### src/rtl/lane_concat_packer.sv
// Packs LANES consecutive IN_W-bit beats into one wide word with valid/ready on
// both sides; in_last flushes a partial word with unpopulated lanes left at zero.
module lane_concat_packer #(
    parameter int IN_W      = 8,
    parameter int LANES     = 2,
    parameter bit MSB_FIRST = 1'b1
) (
    input  logic                       clk,
    input  logic                       rst_n,
    input  logic [IN_W-1:0]            in_data,
    input  logic                       in_valid,
    input  logic                       in_last,
    output logic                       in_ready,
    output logic [LANES*IN_W-1:0]      out_data,
    output logic [$clog2(LANES+1)-1:0] out_count,
    output logic                       out_last,
    output logic                       out_valid,
    input  logic                       out_ready
);

    localparam int W  = LANES * IN_W;
    localparam int CW = $clog2(LANES + 1);

    logic [CW-1:0] cnt;
    logic [W-1:0]  acc;
    logic [W-1:0]  placed;
    logic          accept;
    logic          complete;
    int            lane;

    assign in_ready = !(out_valid && !out_ready);
    assign accept   = in_valid && in_ready;
    assign complete = accept && ((cnt == CW'(LANES - 1)) || in_last);

    // Lane 0 is the first beat; it lands in the top slot when MSB_FIRST is set.
    always_comb begin
        lane   = 0;
        placed = '0;
        if (MSB_FIRST)
            lane = LANES - 1 - int'(cnt);
        else
            lane = int'(cnt);
        placed = W'(in_data) << (lane * IN_W);
    end

    always_ff @(posedge clk) begin
        if (!rst_n) begin
            out_valid <= 1'b0;
            out_data  <= '0;
            out_count <= '0;
            out_last  <= 1'b0;
            cnt       <= '0;
            acc       <= '0;
        end else begin
            if (out_valid && out_ready)
                out_valid <= 1'b0;
            if (complete) begin
                out_data  <= acc | placed;
                out_count <= cnt + CW'(1);
                out_last  <= in_last;
                out_valid <= 1'b1;
                cnt       <= '0;
                acc       <= '0;
            end else if (accept) begin
                acc <= acc | placed;
                cnt <= cnt + CW'(1);
            end
        end
    end

endmodule
### config.mk
export PLATFORM = sky130hd
export DESIGN_NAME = lane_concat_packer
export DESIGN_NICKNAME = d
export VERILOG_FILES = /design/src/rtl/lane_concat_packer.sv
export SDC_FILE = /design/constraint.sdc
export NUM_CORES = 1
export LEC_CHECK = 0
export ABC_AREA = 1
export BUFFER_PORTS_ARGS = -buffer_cell sky130_fd_sc_hd__buf_2
export CORE_AREA = 2 2 84 86
export DETAILED_ROUTE_END_ITERATION = 10
export DIE_AREA = 0 0 86 88
export PLACE_DENSITY = 0.51
export RECOVER_POWER = 50
export REMOVE_ABC_BUFFERS = 1
export SLEW_MARGIN = 10
export SYNTH_ARGS = -nofsm -noshare
export SYNTH_HDL_FRONTEND = slang
export SYNTH_SLANG_ARGS = --single-unit
### constraint.sdc
create_clock -name clk -period 2.7 [get_ports clk]
set_clock_uncertainty 0.2 [all_clocks]
set_input_delay 0.135 -clock clk [delete_from_list [all_inputs] [get_ports clk]]
set_output_delay 0.135 -clock clk [all_outputs]
set_load 0.02 [all_outputs]
[Word level (Yosys, flattened, before mapping)]
Index checks and enable logic that the tools add are counted.
Storage, ports and cells
  flip-flop bits (word level): 38
  input bits: 13
  output and inout bits: 21
  logic and storage cells: 23
Cells by class
  $add $sub $neg: 2
  equal/unequal tests: 1
  shift operators: 1
  mux-type cells: 2
  bitwise logic cells: 2
  reduce and logical (&&, ||, !) cells: 9
Operator list (count)
  $shl 8x32->16: 1
  $or 16x16->16: 1
  $logic_and 1x1->1: 4
  $sub 1x2->3 const A: 1
  $add 2x1->2 const B: 1
  $eq 2x1->1 const B: 1
  $logic_not 1->1: 2
  $mux 1: 2
  $reduce_bool 2->1: 1
  $reduce_or 2->1: 1
  $logic_or 1x1->1: 1
  $not 1->1: 1

[Logic depth before layout (Yosys ltp)]
Gate-level depths: netlist (run 1).
  word-level depth: 6
  mapped depth: 10
  depth with buffers taken out: 8

[Worst setup path after synthesis (run 1)]
No wires, ideal clock.
  path type: flip-flop to flip-flop
  start: register cnt[1]
  end: register out_data[5]
  library setup time: 113 ps
  arrival: 1409 ps
  required time: 2387 ps
  path slack: 978 ps
  cell stages (with the launch flop): 11
  buffers on the path: 2
  clock period less this slack: 1722 ps
  cell sequence: dfxtp_1 clkinv_1 buf_2 ha_1 inv_1 nand2_1 nand3_4 buf_2 nand2_1 nand2_1 nor2_1
Between the ends
  longest elaborated chain between the ends: 3
  elaborated cells between the ends (all ways): 6
  classes of those cells: 1 x add/sub; 1 x eq/ne; 1 x shift; 1 x bitwise; 2 x reduce/logical
Ends and longest elaborated chain
  start, declared: RTL line 24  | logic [CW-1:0] cnt;
  start signal, assigned: RTL line 66  | cnt <= cnt + CW'(1);
  $sub 1x2->3 / $eq 2x1->1 (equally long branches): RTL line 40, 33
  $shl 8x32->16 / $logic_or 1x1->1 (equally long branches): RTL line 43, 33
  $or 16x16->16 / $logic_and 1x1->1 (equally long branches): RTL line 58, 33
  end signal, assigned: RTL line 58  | out_data <= acc | placed;
  end, declared: RTL line 14  | output logic [LANES*IN_W-1:0] out_data,
Several ways; a longest one is shown, not always the timed one.
A chain may end at the register's enable or synchronous reset.

[Worst setup path in the final report (run 1)]
  start: register cnt[0]
  end: register acc[3]
Between the ends
  longest elaborated chain between the ends: 4
  elaborated cells between the ends (all ways): 7
  classes of those cells: 1 x add/sub; 1 x eq/ne; 1 x shift; 1 x bitwise; 3 x reduce/logical
Ends and longest elaborated chain
  branches (longest 4 deep; another with $sub 1x2->3)
  end signal, assigned: RTL line 65  | acc <= acc | placed;
  end, declared: RTL line 25  | logic [W-1:0] acc;
Parallel ways; which one is timed is not known.

==> results.sh, run 1 <==
export IMPL_hold_viol_final=0
export IMPL_setup_worst_path_class="reg -> reg"
export IMPL_ios=34
export IMPL_htree_levels=2
export IMPL_status="finished, final reports clean"
export IMPL_path_clk_slew_ps=70
export IMPL_synth_top_area_share_pct=46.5
export IMPL_routed_via_count=1464
export IMPL_netlist_area_um2=1640
export IMPL_grt_first_pass_wirelength_um=6180
export IMPL_slew_violations=0
export IMPL_synth_cell_type_count=16
export IMPL_finalWorstSetupSlack_ps=708
export IMPL_clock_sinks=38
export IMPL_crit_arrival_ps=1970
export IMPL_drive_above_1_share_pct=8.54
export IMPL_cts_buffer_depth=2
export IMPL_drt_total_wl_um=3560
export IMPL_max_freq_mhz=502
export IMPL_syn_area_per_cell_um2=6.65
export IMPL_slew_headroom_pct=64.0
export IMPL_clk_latency_ps=290
export IMPL_start_util_pct=24.6
export IMPL_cts_root_buf="clkbuf_8"
export IMPL_ys_flop_type="dfxtp_1"
export IMPL_n_antenna_cell=0
export IMPL_setup_violations=0
export IMPL_syn_to_final_growth_pct=19.1
export IMPL_fin_nets=294
export IMPL_drcViolationCount=0
export IMPL_reg2reg_depth=6
export IMPL_synth_most_common_cell="nor2_1"
export IMPL_crit_required_ps=2670
export IMPL_gp_congestion=0.704
export IMPL_finalSetupTns_ps=0
export IMPL_synth_seq_area_share_pct=46.5
export IMPL_dpl_worst_slack_ps=703
export IMPL_grt_overflow_total=0
export IMPL_ys_seq_elements=38
export IMPL_die_h_um=88
export IMPL_p_leak_nw=0.947
export IMPL_wl_per_cell_um=9.86
export IMPL_drt_initial_drc_count=64
export IMPL_drt_first_pass_iters=4
export IMPL_min_path_cells=5
export IMPL_power_density_nw_per_um2=626
export IMPL_core_area_um2=6640
export IMPL_rows=30
export IMPL_grt_max_degree=38
export IMPL_min_delay_path_class="in -> reg"
export IMPL_worst_setup_path_start_kind="flop"
export IMPL_antenna_found_initial=0
export IMPL_routed_via_density=4.06
export IMPL_tightest_slew_ps=537
export IMPL_hold_buffers=2
export IMPL_peakVddDrop_mv=0.205
export IMPL_grtUsageTotal_pct=10.4
export IMPL_max_cap_violations=0
export IMPL_yosys_area_top_type="dfxtp_1"
export IMPL_cts_setup_buffers=0
export IMPL_yosys_top_cells_count="64 x nor2_1, 57 x nand2_1, 38 x dfxtp_1, 37 x inv_1, 22 x nand3_1"
export IMPL_cts_tree="built"
export IMPL_cp_max_fo=37
export IMPL_postRouteAntennaNets=0
export IMPL_die_area_um2=7570
export IMPL_synth_edff_count=0
export IMPL_die_w_um=86
export IMPL_worstSetupEndpointType="flop"
export IMPL_async_reset_ff_share_pct=0
export IMPL_placed_area_um2=1860
export IMPL_fin_area_um2=1950
export IMPL_rsz0062_at_grt="no"
export IMPL_cts_buffers=5
export IMPL_synth_area_leaders="dfxtp_1 47%, nor2_1 15%, nand2_1 13%"
export IMPL_timing_final_crit_period_ps=1990
export IMPL_cts_resized=0
export IMPL_dp_hpwl_um=2450
export IMPL_portBuffers=33
export IMPL_synth_cells=246
export IMPL_yosysWarnings=0
export IMPL_grt_pass1_vias=1401
export IMPL_fin_crit_sh_pct=73.8
## flip-flops by register name (all words and copies together) (netlist names)
| register | cells |
|---|---|
| acc | 16 |
| out_data | 16 |
| cnt | 2 |
| out_count | 2 |
| out_last | 1 |
| out_valid | 1 |
## critical path, stage by stage (launching register included)
cell and delay [ps]:
dfxtp_1 540, ha_1 210, inv_1 50, nand2_1 100
nand3_4 340, nand2_4 340, nor2_1 90
## metrics by stage
step | instances | power (W) | hold slack (ps) | util [%]
2_1_floorplan | 237 | 0.000767 | 55.4 | -
3_3_place_gp | 351 | 0.000835 | 184 | 28.0
3_5_place_dp | 351 | 0.000837 | 191 | 28.0
4_1_cts | 361 | 0.00125 | 28.7 | 29.7
5_1_grt | 361 | 0.00130 | 61.9 | 29.3
6_report | 361 | 0.00122 | 42.5 | 29.3
## metal layers
metal  GRT usage (%)  share of wire, %
met5               0                 0
met4            3.46               1.5
met2            16.3                41
met1            13.2                52
met3            3.96               5.7
## report_power, final
group	leakage [nW]	internal [W]	switching (W)
combinational	0.588	0.0000632	0.000139
clock	0.0482	0.000206	0.000196
sequential	0.311	0.000596	0.0000191
## cell type report
class	instances	area, µm²
Clock buffer	7	86.3
Fill cell	744	4700
Inverter	39	146
Multi-Input combinational cell	160	683
Clock inverter	1	5.00
Sequential cell	38	761
Tap cell	80	100
Timing Repair Buffer	36	166
## cells in the final DEF (no fill, tap or decap), types with 2 or more instances in the layout
cell           count
a21oi_1            4
buf_2             12
clkbuf_1          22
clkbuf_8           6
clkinv_1           2
dfxtp_1           38
dlygate4sd3_1      2
inv_1             37
nand2_1           57
nand3_1           22
nor2_1            64
o21ai_0            8
## cells by family (layout without fill, tap and decap cells)
group	Yosys count	count (layout)	share of synthesized area (%)
compound gates	13	13	4.36
fa+ha+maj	1	1	0.765
buf+inv	48	83	11.7
flops	38	38	46.5
simple gates	146	146	36.6
## final timing paths
path,startpoint,end,slack [ps]
setup / recovery,cnt[0],acc[3],710
hold / removal,in_data[7],out_data[15],40
setup reg to reg,cnt[0],acc[3],710
hold reg to reg,acc[5],acc[5],270
Power figures use the tool's default switching activity.
==> run 2: changes to the inputs <==
==> constraint.sdc (replaced) <==
create_clock -name clk -period 2.05 [get_ports clk]
set_clock_uncertainty 0.2 [all_clocks]
set_input_delay 0.1025 -clock clk [delete_from_list [all_inputs] [get_ports clk]]
set_output_delay 0.1025 -clock clk [all_outputs]
set_load 0.02 [all_outputs]
==> run 2 against run 1 <==
Compared with the run above: sequential power is 31% higher; via count grew 2.2%; fmax up 24%; combinational power grew 38%; core utilization rose by 0.19 points; critical path depth increased by 3; non-clock buffer count grew 2; wire length rose by 0.65%.
==> results.sh, run 2 (synthesized netlist as in run 1, its figures left out) <==
export IMPL_max_cap_violations=0
export IMPL_postRouteAntennaNets=0
export IMPL_grt_overflow_total=0
export IMPL_wl_per_cell_um=9.90
export IMPL_timing_final_crit_period_ps=1610
export IMPL_setup_worst_path_class="reg -> reg"
export IMPL_setup_violations=0
export IMPL_grt_pass1_vias=1399
export IMPL_crit_buf_inv=3
export IMPL_slew_violations=0
export IMPL_top_regs="acc (16), out_data (16)"
export IMPL_path_clk_slew_ps=70
export IMPL_drcViolationCount=0
export IMPL_slew_headroom_pct=63.5
export IMPL_crit_arrival_ps=1590
export IMPL_antenna_found_initial=0
export IMPL_die_area_um2=7570
export IMPL_crit_path_cell_trace="clkinv_1 -> ha_1 -> inv_1 -> nand2_1 -> nand3_4 -> buf_12 -> nand2_1 -> nand2_1 -> nor2_1"
export IMPL_finalSetupTns_ps=0
export IMPL_finalWorstSetupSlack_ps=438
export IMPL_min_delay_start="in_data[1]"
export IMPL_cts_tree="built"
export IMPL_n_antenna_cell=0
export IMPL_slowest_delay_ps=340
export IMPL_start_util_pct=24.6
export IMPL_cts_setup_buffers=0
export IMPL_dpl_worst_slack_ps=444
export IMPL_drt_first_pass_iters=4
export IMPL_tightest_slew_ps=545
export IMPL_portBuffers=33
export IMPL_drt_initial_drc_count=72
export IMPL_dp_hpwl_um=2600
export IMPL_crit_required_ps=2030
export IMPL_cpMostUsedCell="nand2_1"
export IMPL_reg2reg_depth=9
export IMPL_p_leak_nw=0.952
export IMPL_hold_viol_final=0
export IMPL_slowest_stage="dfxtp_1"
export IMPL_grt_max_degree=23
export IMPL_rsz0062_at_grt="no"
export IMPL_power_density_nw_per_um2=797
export IMPL_min_delay_path_class="in -> reg"
export IMPL_die_w_um=86
export IMPL_final_common_cell="nor2_1"
export IMPL_cts_buffer_depth=2
export IMPL_status="finished, final reports clean"
export IMPL_die_h_um=88
export IMPL_r2r_start="cnt[1]"
export IMPL_gp_congestion=0.733
export IMPL_worstSetupEndpointType="flop"
export IMPL_rows=30
export IMPL_fin_nets=296
export IMPL_min_path_cells=5
export IMPL_cts_root_buf="clkbuf_8"
export IMPL_ios=34
export IMPL_timing_rr_end="out_data[6]"
export IMPL_n_fill_cell=752
export IMPL_fin_crit_sh_pct=78.6
export IMPL_syn_to_final_growth_pct=19.9
export IMPL_cts_buffers=5
export IMPL_worst_setup_path_start_kind="flop"
export IMPL_drt_total_wl_um=3580
export IMPL_r2r_slack_ps=440
export IMPL_cp_max_fo=20
export IMPL_grtUsageTotal_pct=10.5
export IMPL_htree_levels=2
export IMPL_routed_via_count=1496
export IMPL_clk_latency_ps=280
export IMPL_clock_sinks=38
export IMPL_peakVddDrop_mv=0.230
export IMPL_drive_above_1_share_pct=8.51
export IMPL_routed_via_density=4.13
export IMPL_critPathTopFamily="simple AND/OR/NAND/NOR gates"
export IMPL_grt_first_pass_wirelength_um=6230
export IMPL_most_common_layout_cells="64 x nor2_1, 57 x nand2_1, 38 x dfxtp_1, 37 x inv_1, 23 x clkbuf_1"
export IMPL_max_freq_mhz=620
export IMPL_core_area_um2=6640
export IMPL_holdPathEnd="acc[9]"
==> run 2: worst register-to-register path, cell delays in order (launching register included) <==
cell and delay [ps]:
dfxtp_1 340, clkinv_1 90, ha_1 180, inv_1 70, nand2_1 90, nand3_4 190
buf_12 190, nand2_1 60, nand2_1 50, nor2_1 40
==> run 2: report_power, final <==
part | total [W] | internal [W] | leakage, nW | switching, W
registers | 0.000808 | 0.000785 | 0.311 | 0.0000224
clock network | 0.000476 | 0.000234 | 0.0383 | 0.000242
logic | 0.000279 | 0.0000907 | 0.603 | 0.000189
total | 0.00156 | 0.00111 | 0.952 | 0.000453
==> run 2: metrics by stage <==
step | utilization, % | power (W) | instances | instance area, µm² | hold WS [ps]
2_1_floorplan | - | 0.00101 | 237 | 1590 | 22.9
3_3_place_gp | 28.5 | 0.00111 | 353 | 1890 | 156
3_5_place_dp | 28.5 | 0.00111 | 353 | 1890 | 159
4_1_cts | 29.9 | 0.00161 | 362 | 1990 | 5.94
5_1_grt | 29.5 | 0.00167 | 362 | 1960 | 27.0
6_report | 29.5 | 0.00156 | 362 | 1960 | 10.5
==> run 2: worst max path at each step <==
stage | start | endpoint | slack, ps | cells after the start
detailed placement | cnt[1] | out_data[0] | 440 | 9
global route | cnt[1] | out_data[6] | 300 | 9
CTS | cnt[1] | out_data[6] | 430 | 9
global placement | cnt[1] | out_data[4] | 490 | 9
finish | cnt[1] | out_data[6] | 440 | 9
floorplan | cnt[1] | cnt[0] | 260 | 7
==> run 2: layer usage <==
layer,vias to the layer above,wire [µm],track usage [%]
met5,-,0,0
met4,0,36,3.46
met3,4,200,3.68
met2,31,1560,16.9
met1,658,1790,13.2
li1,803,-,-
==> run 2: cell type report <==
type                            count  area (µm²)  share of cell area [%]
Sequential cell                    38         761                    38.8
Multi-Input combinational cell    160         683                    34.8
Timing Repair Buffer               38         194                    9.89
Inverter                           39         146                    7.47
Tap cell                           80         100                    5.11
Clock buffer                        7        76.3                    3.89
==> run 2: timing repair <==
action                                 4_1_cts  5_1_grt
endpoints found under the hold margin        2        0
resized for setup                            0        0
hold buffers                                 2        0
